<file path="src/rtl/dmem_bridge_if.sv">
// Split address/data handshake bus between the data-memory bridge
// and data memory.
interface dmem_bridge_if #(
  parameter int ADDR_WD = 64
) ();
  logic               req;
  logic               wr;
  logic [1:0]         size;
  logic [ADDR_WD-1:0] addr;
  logic [7:0]         wstrb;
  logic [63:0]        wdata;
  logic               addr_ok;
  logic               data_ok;
  logic [63:0]        rdata;

  modport master (
    output req, wr, size, addr, wstrb, wdata,
    input  addr_ok, data_ok, rdata
  );

  modport slave (
    input  req, wr, size, addr, wstrb, wdata,
    output addr_ok, data_ok, rdata
  );
endinterface

</file>
<file path="src/rtl/dmem_bridge.sv">
// EX->MEM data-memory bridge: issues one bus access per EX load/store,
// stalls the front of the pipe meanwhile and holds the read word for MEM.
module dmem_bridge #(
  parameter int ADDR_WD = 64
) (
  input  logic               clk,
  input  logic               rst,
  input  logic [5:0]         stall,
  input  logic               ex_req_en,
  input  logic               ex_req_we,
  input  logic [3:0]         ex_size,
  input  logic [ADDR_WD-1:0] ex_addr,
  input  logic [63:0]        ex_wdata,
  output logic               stall_req,
  output logic               lsu_misalign,
  output logic [63:0]        data_sram_rdata,
  dmem_bridge_if.master      dbus
);

  typedef enum logic [1:0] {
    IDLE,
    REQ,
    WAIT,
    DONE
  } state_t;

  state_t             state_q, state_d;
  logic [ADDR_WD-1:0] addr_q, addr_d;
  logic [1:0]         size_q, size_d;
  logic               we_q, we_d;
  logic [7:0]         strb_q, strb_d;
  logic [63:0]        wdata_q, wdata_d;
  logic [63:0]        rdata_q, rdata_d;

  logic               mis;
  logic               accept;
  logic [1:0]         size_enc;
  logic [7:0]         strb_ex;
  logic [63:0]        wdata_ex;
  logic               unused_stall;

  // only the EX/MEM hold bit matters to this block
  assign unused_stall = ^{stall[5:4], stall[2:0]};

  // decode EX size into bus size, alignment, strobes and lane data
  always_comb begin
    mis      = 1'b0;
    size_enc = 2'd0;
    strb_ex  = 8'h00;
    wdata_ex = ex_wdata;
    unique case (1'b1)
      ex_size[0]: begin
        size_enc = 2'd0;
        strb_ex  = 8'h01 << ex_addr[2:0];
        wdata_ex = {8{ex_wdata[7:0]}};
      end
      ex_size[1]: begin
        size_enc = 2'd1;
        mis      = ex_addr[0];
        strb_ex  = 8'h03 << {ex_addr[2:1], 1'b0};
        wdata_ex = {4{ex_wdata[15:0]}};
      end
      ex_size[2]: begin
        size_enc = 2'd2;
        mis      = |ex_addr[1:0];
        strb_ex  = 8'h0F << {ex_addr[2], 2'b00};
        wdata_ex = {2{ex_wdata[31:0]}};
      end
      ex_size[3]: begin
        size_enc = 2'd3;
        mis      = |ex_addr[2:0];
        strb_ex  = 8'hFF;
        wdata_ex = ex_wdata;
      end
      default: begin
        mis      = 1'b0;
      end
    endcase
  end

  assign lsu_misalign = ex_req_en & mis;
  assign accept = (state_q == IDLE) & ex_req_en & ~mis;

  // access sequencing and request/read-data capture
  always_comb begin
    state_d = state_q;
    addr_d  = addr_q;
    size_d  = size_q;
    we_d    = we_q;
    strb_d  = strb_q;
    wdata_d = wdata_q;
    rdata_d = rdata_q;
    unique case (state_q)
      IDLE: begin
        if (accept) begin
          addr_d  = ex_addr;
          size_d  = size_enc;
          we_d    = ex_req_we;
          strb_d  = strb_ex;
          wdata_d = wdata_ex;
          state_d = REQ;
        end
      end
      REQ: begin
        if (dbus.addr_ok) state_d = WAIT;
      end
      WAIT: begin
        if (dbus.data_ok) begin
          rdata_d = dbus.rdata;
          state_d = DONE;
        end
      end
      DONE: begin
        if (!stall[3]) state_d = IDLE;
      end
      default: state_d = IDLE;
    endcase
  end

  assign stall_req = (state_q == REQ) | (state_q == WAIT) | accept;

  assign dbus.req   = (state_q == REQ);
  assign dbus.wr    = we_q;
  assign dbus.size  = size_q;
  assign dbus.addr  = addr_q;
  assign dbus.wstrb = strb_q;
  assign dbus.wdata = wdata_q;

  assign data_sram_rdata = rdata_q;

  // state and request registers
  always_ff @(posedge clk) begin
    if (rst) begin
      state_q <= IDLE;
      addr_q  <= '0;
      size_q  <= '0;
      we_q    <= 1'b0;
      strb_q  <= '0;
      wdata_q <= '0;
      rdata_q <= '0;
    end else begin
      state_q <= state_d;
      addr_q  <= addr_d;
      size_q  <= size_d;
      we_q    <= we_d;
      strb_q  <= strb_d;
      wdata_q <= wdata_d;
      rdata_q <= rdata_d;
    end
  end

endmodule

</file>
<file path="src/flat_wrapper.sv">
// flat-port wrapper written by rule: the top's interface ports become plain ports
module dmem_bridge_flat 
#(
  parameter int ADDR_WD = 64
)
  (clk, rst, stall, ex_req_en, ex_req_we, ex_size, ex_addr, ex_wdata, stall_req, lsu_misalign, data_sram_rdata, dbus_req, dbus_wr, dbus_size, dbus_addr, dbus_wstrb, dbus_wdata, dbus_addr_ok, dbus_data_ok, dbus_rdata);
  dmem_bridge_if #(.ADDR_WD(ADDR_WD)) dbus_i ();
  input  logic clk;
  input  logic rst;
  input  logic [5:0] stall;
  input  logic ex_req_en;
  input  logic ex_req_we;
  input  logic [3:0] ex_size;
  input  logic [ADDR_WD-1:0] ex_addr;
  input  logic [63:0] ex_wdata;
  output logic stall_req;
  output logic lsu_misalign;
  output logic [63:0] data_sram_rdata;
  output wire logic [$bits(dbus_i.req)-1:0] dbus_req;
  output wire logic [$bits(dbus_i.wr)-1:0] dbus_wr;
  output wire logic [$bits(dbus_i.size)-1:0] dbus_size;
  output wire logic [$bits(dbus_i.addr)-1:0] dbus_addr;
  output wire logic [$bits(dbus_i.wstrb)-1:0] dbus_wstrb;
  output wire logic [$bits(dbus_i.wdata)-1:0] dbus_wdata;
  input wire logic [$bits(dbus_i.addr_ok)-1:0] dbus_addr_ok;
  input wire logic [$bits(dbus_i.data_ok)-1:0] dbus_data_ok;
  input wire logic [$bits(dbus_i.rdata)-1:0] dbus_rdata;
  assign dbus_req = dbus_i.req;
  assign dbus_wr = dbus_i.wr;
  assign dbus_size = dbus_i.size;
  assign dbus_addr = dbus_i.addr;
  assign dbus_wstrb = dbus_i.wstrb;
  assign dbus_wdata = dbus_i.wdata;
  assign dbus_i.addr_ok = dbus_addr_ok;
  assign dbus_i.data_ok = dbus_data_ok;
  assign dbus_i.rdata = dbus_rdata;
  dmem_bridge #(.ADDR_WD(ADDR_WD)) u_core (.clk(clk), .rst(rst), .stall(stall), .ex_req_en(ex_req_en), .ex_req_we(ex_req_we), .ex_size(ex_size), .ex_addr(ex_addr), .ex_wdata(ex_wdata), .stall_req(stall_req), .lsu_misalign(lsu_misalign), .data_sram_rdata(data_sram_rdata), .dbus(dbus_i));
endmodule
</file>
<file path="config.mk">
export PLATFORM = sky130hd
export DESIGN_NAME = dmem_bridge_flat
export DESIGN_NICKNAME = d
export VERILOG_FILES = /design/src/rtl/dmem_bridge_if.sv /design/src/rtl/dmem_bridge.sv /design/src/flat_wrapper.sv
export SDC_FILE = /design/constraint.sdc
export NUM_CORES = 1
export LEC_CHECK = 0
export ABC_AREA = 1
export CORE_AREA = 2 2 160 162
export CTS_BUF_LIST = sky130_fd_sc_hd__clkbuf_8
export CTS_CLUSTER_DIAMETER = 80
export CTS_CLUSTER_SIZE = 40
export DETAILED_ROUTE_END_ITERATION = 8
export DIE_AREA = 0 0 162 164
export GPL_TIMING_DRIVEN = 0
export PLACE_DENSITY = 0.76
export SETUP_SLACK_MARGIN = 0.02
export SLEW_MARGIN = 20
export SYNTH_ARGS = -nofsm -noshare
export SYNTH_HDL_FRONTEND = slang
export SYNTH_SLANG_ARGS = --single-unit
</file>
<file path="constraint.sdc">
create_clock -name clk -period 4.05 [get_ports clk]
set_input_delay 1.215 -clock clk [delete_from_list [all_inputs] [get_ports clk]]
set_output_delay 1.215 -clock clk [all_outputs]
set_load 0.005 [all_outputs]
</file>
==> results.sh <==
export IMPL_grt_max_degree=32
export IMPL_finalMaxSlewViolations=0
export IMPL_ys_types=21
export IMPL_end_kind="primary output"
export IMPL_rows=58
export IMPL_outcome="complete, no violations"
export IMPL_antenna_left=0
export IMPL_clkLatencyLatePin_ns=0.52
export IMPL_peakVddDrop_uv=297
export IMPL_dp_cells=1897
export IMPL_ys_warnings_count=0
export IMPL_maxCapViolations=0
export IMPL_hold_viol_final=0
export IMPL_p_per_area_nw_per_um2=423
export IMPL_final_area_um2=13000
export IMPL_maxSlewHeadroom_pct=50.0
export IMPL_nNetsFinal=1795
export IMPL_fin_crit_ns=3.89
export IMPL_syn2layout_area_growth_pct=57.7
export IMPL_fp_dieH_um=164
export IMPL_critical_path_required_ns=2.83
export IMPL_period_share_pct=96.1
export IMPL_fmax_mhz=257
export IMPL_timing_setup_tns_ns=0
export IMPL_cts_num_sinks=205
export IMPL_grt_usage_pct=23.1
export IMPL_drive_above_1_share_pct=3.72
export IMPL_coreArea_um2=24800
export IMPL_dieArea_um2=26600
export IMPL_power_leakage_nw=5.15
export IMPL_routed_via_density=4.78
export IMPL_skew_ns=0.0159
export IMPL_ys_ff_latch=205
export IMPL_wl_per_cell_um=16.6
export IMPL_drt_iter0_drc=623
export IMPL_die_x_um=162
export IMPL_stdcell_count=1919
export IMPL_antenna_found_initial=1
export IMPL_cts_max_level=1
export IMPL_tightest_slew_ns=0.750
export IMPL_hp_class="flop to flop"
export IMPL_vias=9181
export IMPL_wl_um=31800
export IMPL_avgSynthCellArea_um2=7.09
export IMPL_netlist_instances=1161
export IMPL_num_io_pins=414
export IMPL_crit_fanout=10
export IMPL_dp_hpwl_um=25100
export IMPL_start_kind="input pin"
export IMPL_grt_pass1_wl_um=48400
export IMPL_fin_ws_ns=0.157
export IMPL_grt_setup_unrepaired="false"
export IMPL_first_pass_iters=5
export IMPL_crit_type="input pin to primary output"
export IMPL_fillers=2411
export IMPL_cp_arrival_ns=2.68
export IMPL_total_power_mw=5.49
export IMPL_overflow=0
export IMPL_cts_buffers=12
export IMPL_portBuffers=406
export IMPL_cts_root_buf="clkbuf_8"
export IMPL_syn_area_um2=8230
export IMPL_setup_viol=0
export IMPL_syn_num_nets=1374
export IMPL_multi_input_area_um2=3590
export IMPL_place_ws_ns=-0.509
export IMPL_cts_buffer_depth=3
export IMPL_placed_area_um2=12700
export IMPL_seqCellArea_um2=4100
export IMPL_drc=0
export IMPL_gp_congestion=0.910
export IMPL_ys_seq_area_share_pct=49.9
export IMPL_clk_pin_slew_worst_paths_ns=0.13
export IMPL_cts_tree="built"
export IMPL_hold_buffers=0
export IMPL_grt_pass1_vias=8801
export IMPL_initial_utilization_pct=33.2
## per-layer routing
layer  track usage [%]  share of wire (%)  up-vias
met5                 0                  0        -
met1              27.5                 40     4185
met4              8.37                3.7        0
met2              40.3                 47      388
li1                  -                  -     4544
met3              5.88                9.1       64
## cell type report
| class | count | area share, % |
|---|---|---|
| Sequential cell | 205 | 31.6 |
| Clock buffer | 14 | 1.48 |
| Buffer | 80 | 3.07 |
| Multi-Input combinational cell | 837 | 27.7 |
| Antenna cell | 1 | 0.0193 |
| Tap cell | 330 | 3.18 |
| Clock inverter | 6 | 0.607 |
| Inverter | 39 | 1.13 |
| Timing Repair Buffer | 407 | 31.2 |
## timing repair
item                       CTS  global route
gates cloned                 0             0
setup endpoints to repair    1             1
setup buffers                1             0
pin swaps                    1             1
resized for setup            8             8
## cell usage after synthesis
cell type / count / area [µm²]
nand3_1: 52 / 260
nor2_2: 2 / 12.5
inv_1: 36 / 135
a21oi_1: 3 / 15.0
nor2_1: 428 / 1610
o21ai_0: 162 / 811
ha_1: 5 / 62.6
inv_2: 2 / 7.51
buf_6: 1 / 11.3
clkbuf_1: 51 / 191
o21ai_1: 64 / 320
nand2_1: 109 / 409
a21oi_2: 1 / 8.76
buf_2: 4 / 20.0
nand2_2: 1 / 6.26
nor3_1: 2 / 10.0
clkinv_1: 1 / 3.75
buf_4: 23 / 173
buf_1: 1 / 3.75
a22oi_1: 8 / 60.1
dfxtp_1: 205 / 4100
## sequential cells by signal, summed over array words and instances (netlist names)
name                    count
u_core.data_sram_rdata     64
u_core.dbus.addr           64
u_core.dbus.size            2
u_core.dbus.wdata          64
u_core.dbus.wr              1
u_core.dbus.wstrb           8
u_core.state_q              2
## critical path: stages
cell             delay, ns
clkdlybuf4s15_1       0.32
nand2_1               0.08
nand2_1               0.10
nand2_1               0.11
nand2_4               0.13
buf_6                 0.17
buf_4                 0.19
nand2_1               0.06
dlygate4sd2_1         0.28
## where the power goes
group | leakage, nW | switching [mW] | total (mW) | internal, mW
clock | 0.140 | 0.734 | 1.10 | 0.363
sequential | 1.67 | 0.163 | 2.49 | 2.33
combinational | 3.33 | 0.902 | 1.90 | 1.00
## cells in the final DEF (no fill, tap or decap)
master / n
buf_4: 24
clkdlybuf4s15_1: 2
a21oi_1: 3
diode_2: 1
inv_8: 3
o21ai_0: 162
nand2_1: 109
clkdlybuf4s50_1: 400
a21oi_2: 1
buf_2: 4
nand2_4: 1
dlygate4sd2_1: 1
nand3_1: 52
nor2_1: 427
clkbuf_2: 3
dfxtp_1: 205
clkinv_8: 1
inv_1: 36
inv_6: 1
inv_2: 2
a22oi_1: 8
buf_1: 1
inv_16: 1
ha_1: 5
o21ai_1: 64
clkinv_1: 1
clkbuf_8: 14
nor3_1: 2
buf_6: 1
clkbuf_1: 51
nor2_2: 3
## path summary, 6_finish.rpt
check	startpoint	endpoint	slack, ns	cells past startpoint
worst max-delay path	ex_size[1]	stall_req	0.16	9
worst max register to register	u_core.state_q[0]$_SDFFE_PP0P_	u_core.data_sram_rdata[57]$_SDFFE_PP0P_	1.84	7
worst min register to register	u_core.data_sram_rdata[59]$_SDFFE_PP0P_	u_core.data_sram_rdata[59]$_SDFFE_PP0P_	0.50	2
worst min-delay path	u_core.data_sram_rdata[59]$_SDFFE_PP0P_	u_core.data_sram_rdata[59]$_SDFFE_PP0P_	0.50	2
## through the flow
stage               hold slack, ns  util (%)
global route                 0.513      52.3
detailed placement           0.470      51.2
global placement             0.461      51.2
floorplan                    0.479         -
finish                       0.496      52.3
CTS                          0.498      52.3
## cell families after synthesis
| group | Yosys count | share of synthesized area (%) |
|---|---|---|
| AND/OR/NAND/NOR | 594 | 28.0 |
| AO/OA/AOI/OAI | 238 | 14.8 |
| flip-flops | 205 | 49.9 |
| buffers and inverters | 119 | 6.63 |
| adder cells (fa/ha/maj) | 5 | 0.760 |
(Power assumes the default switching activity.)
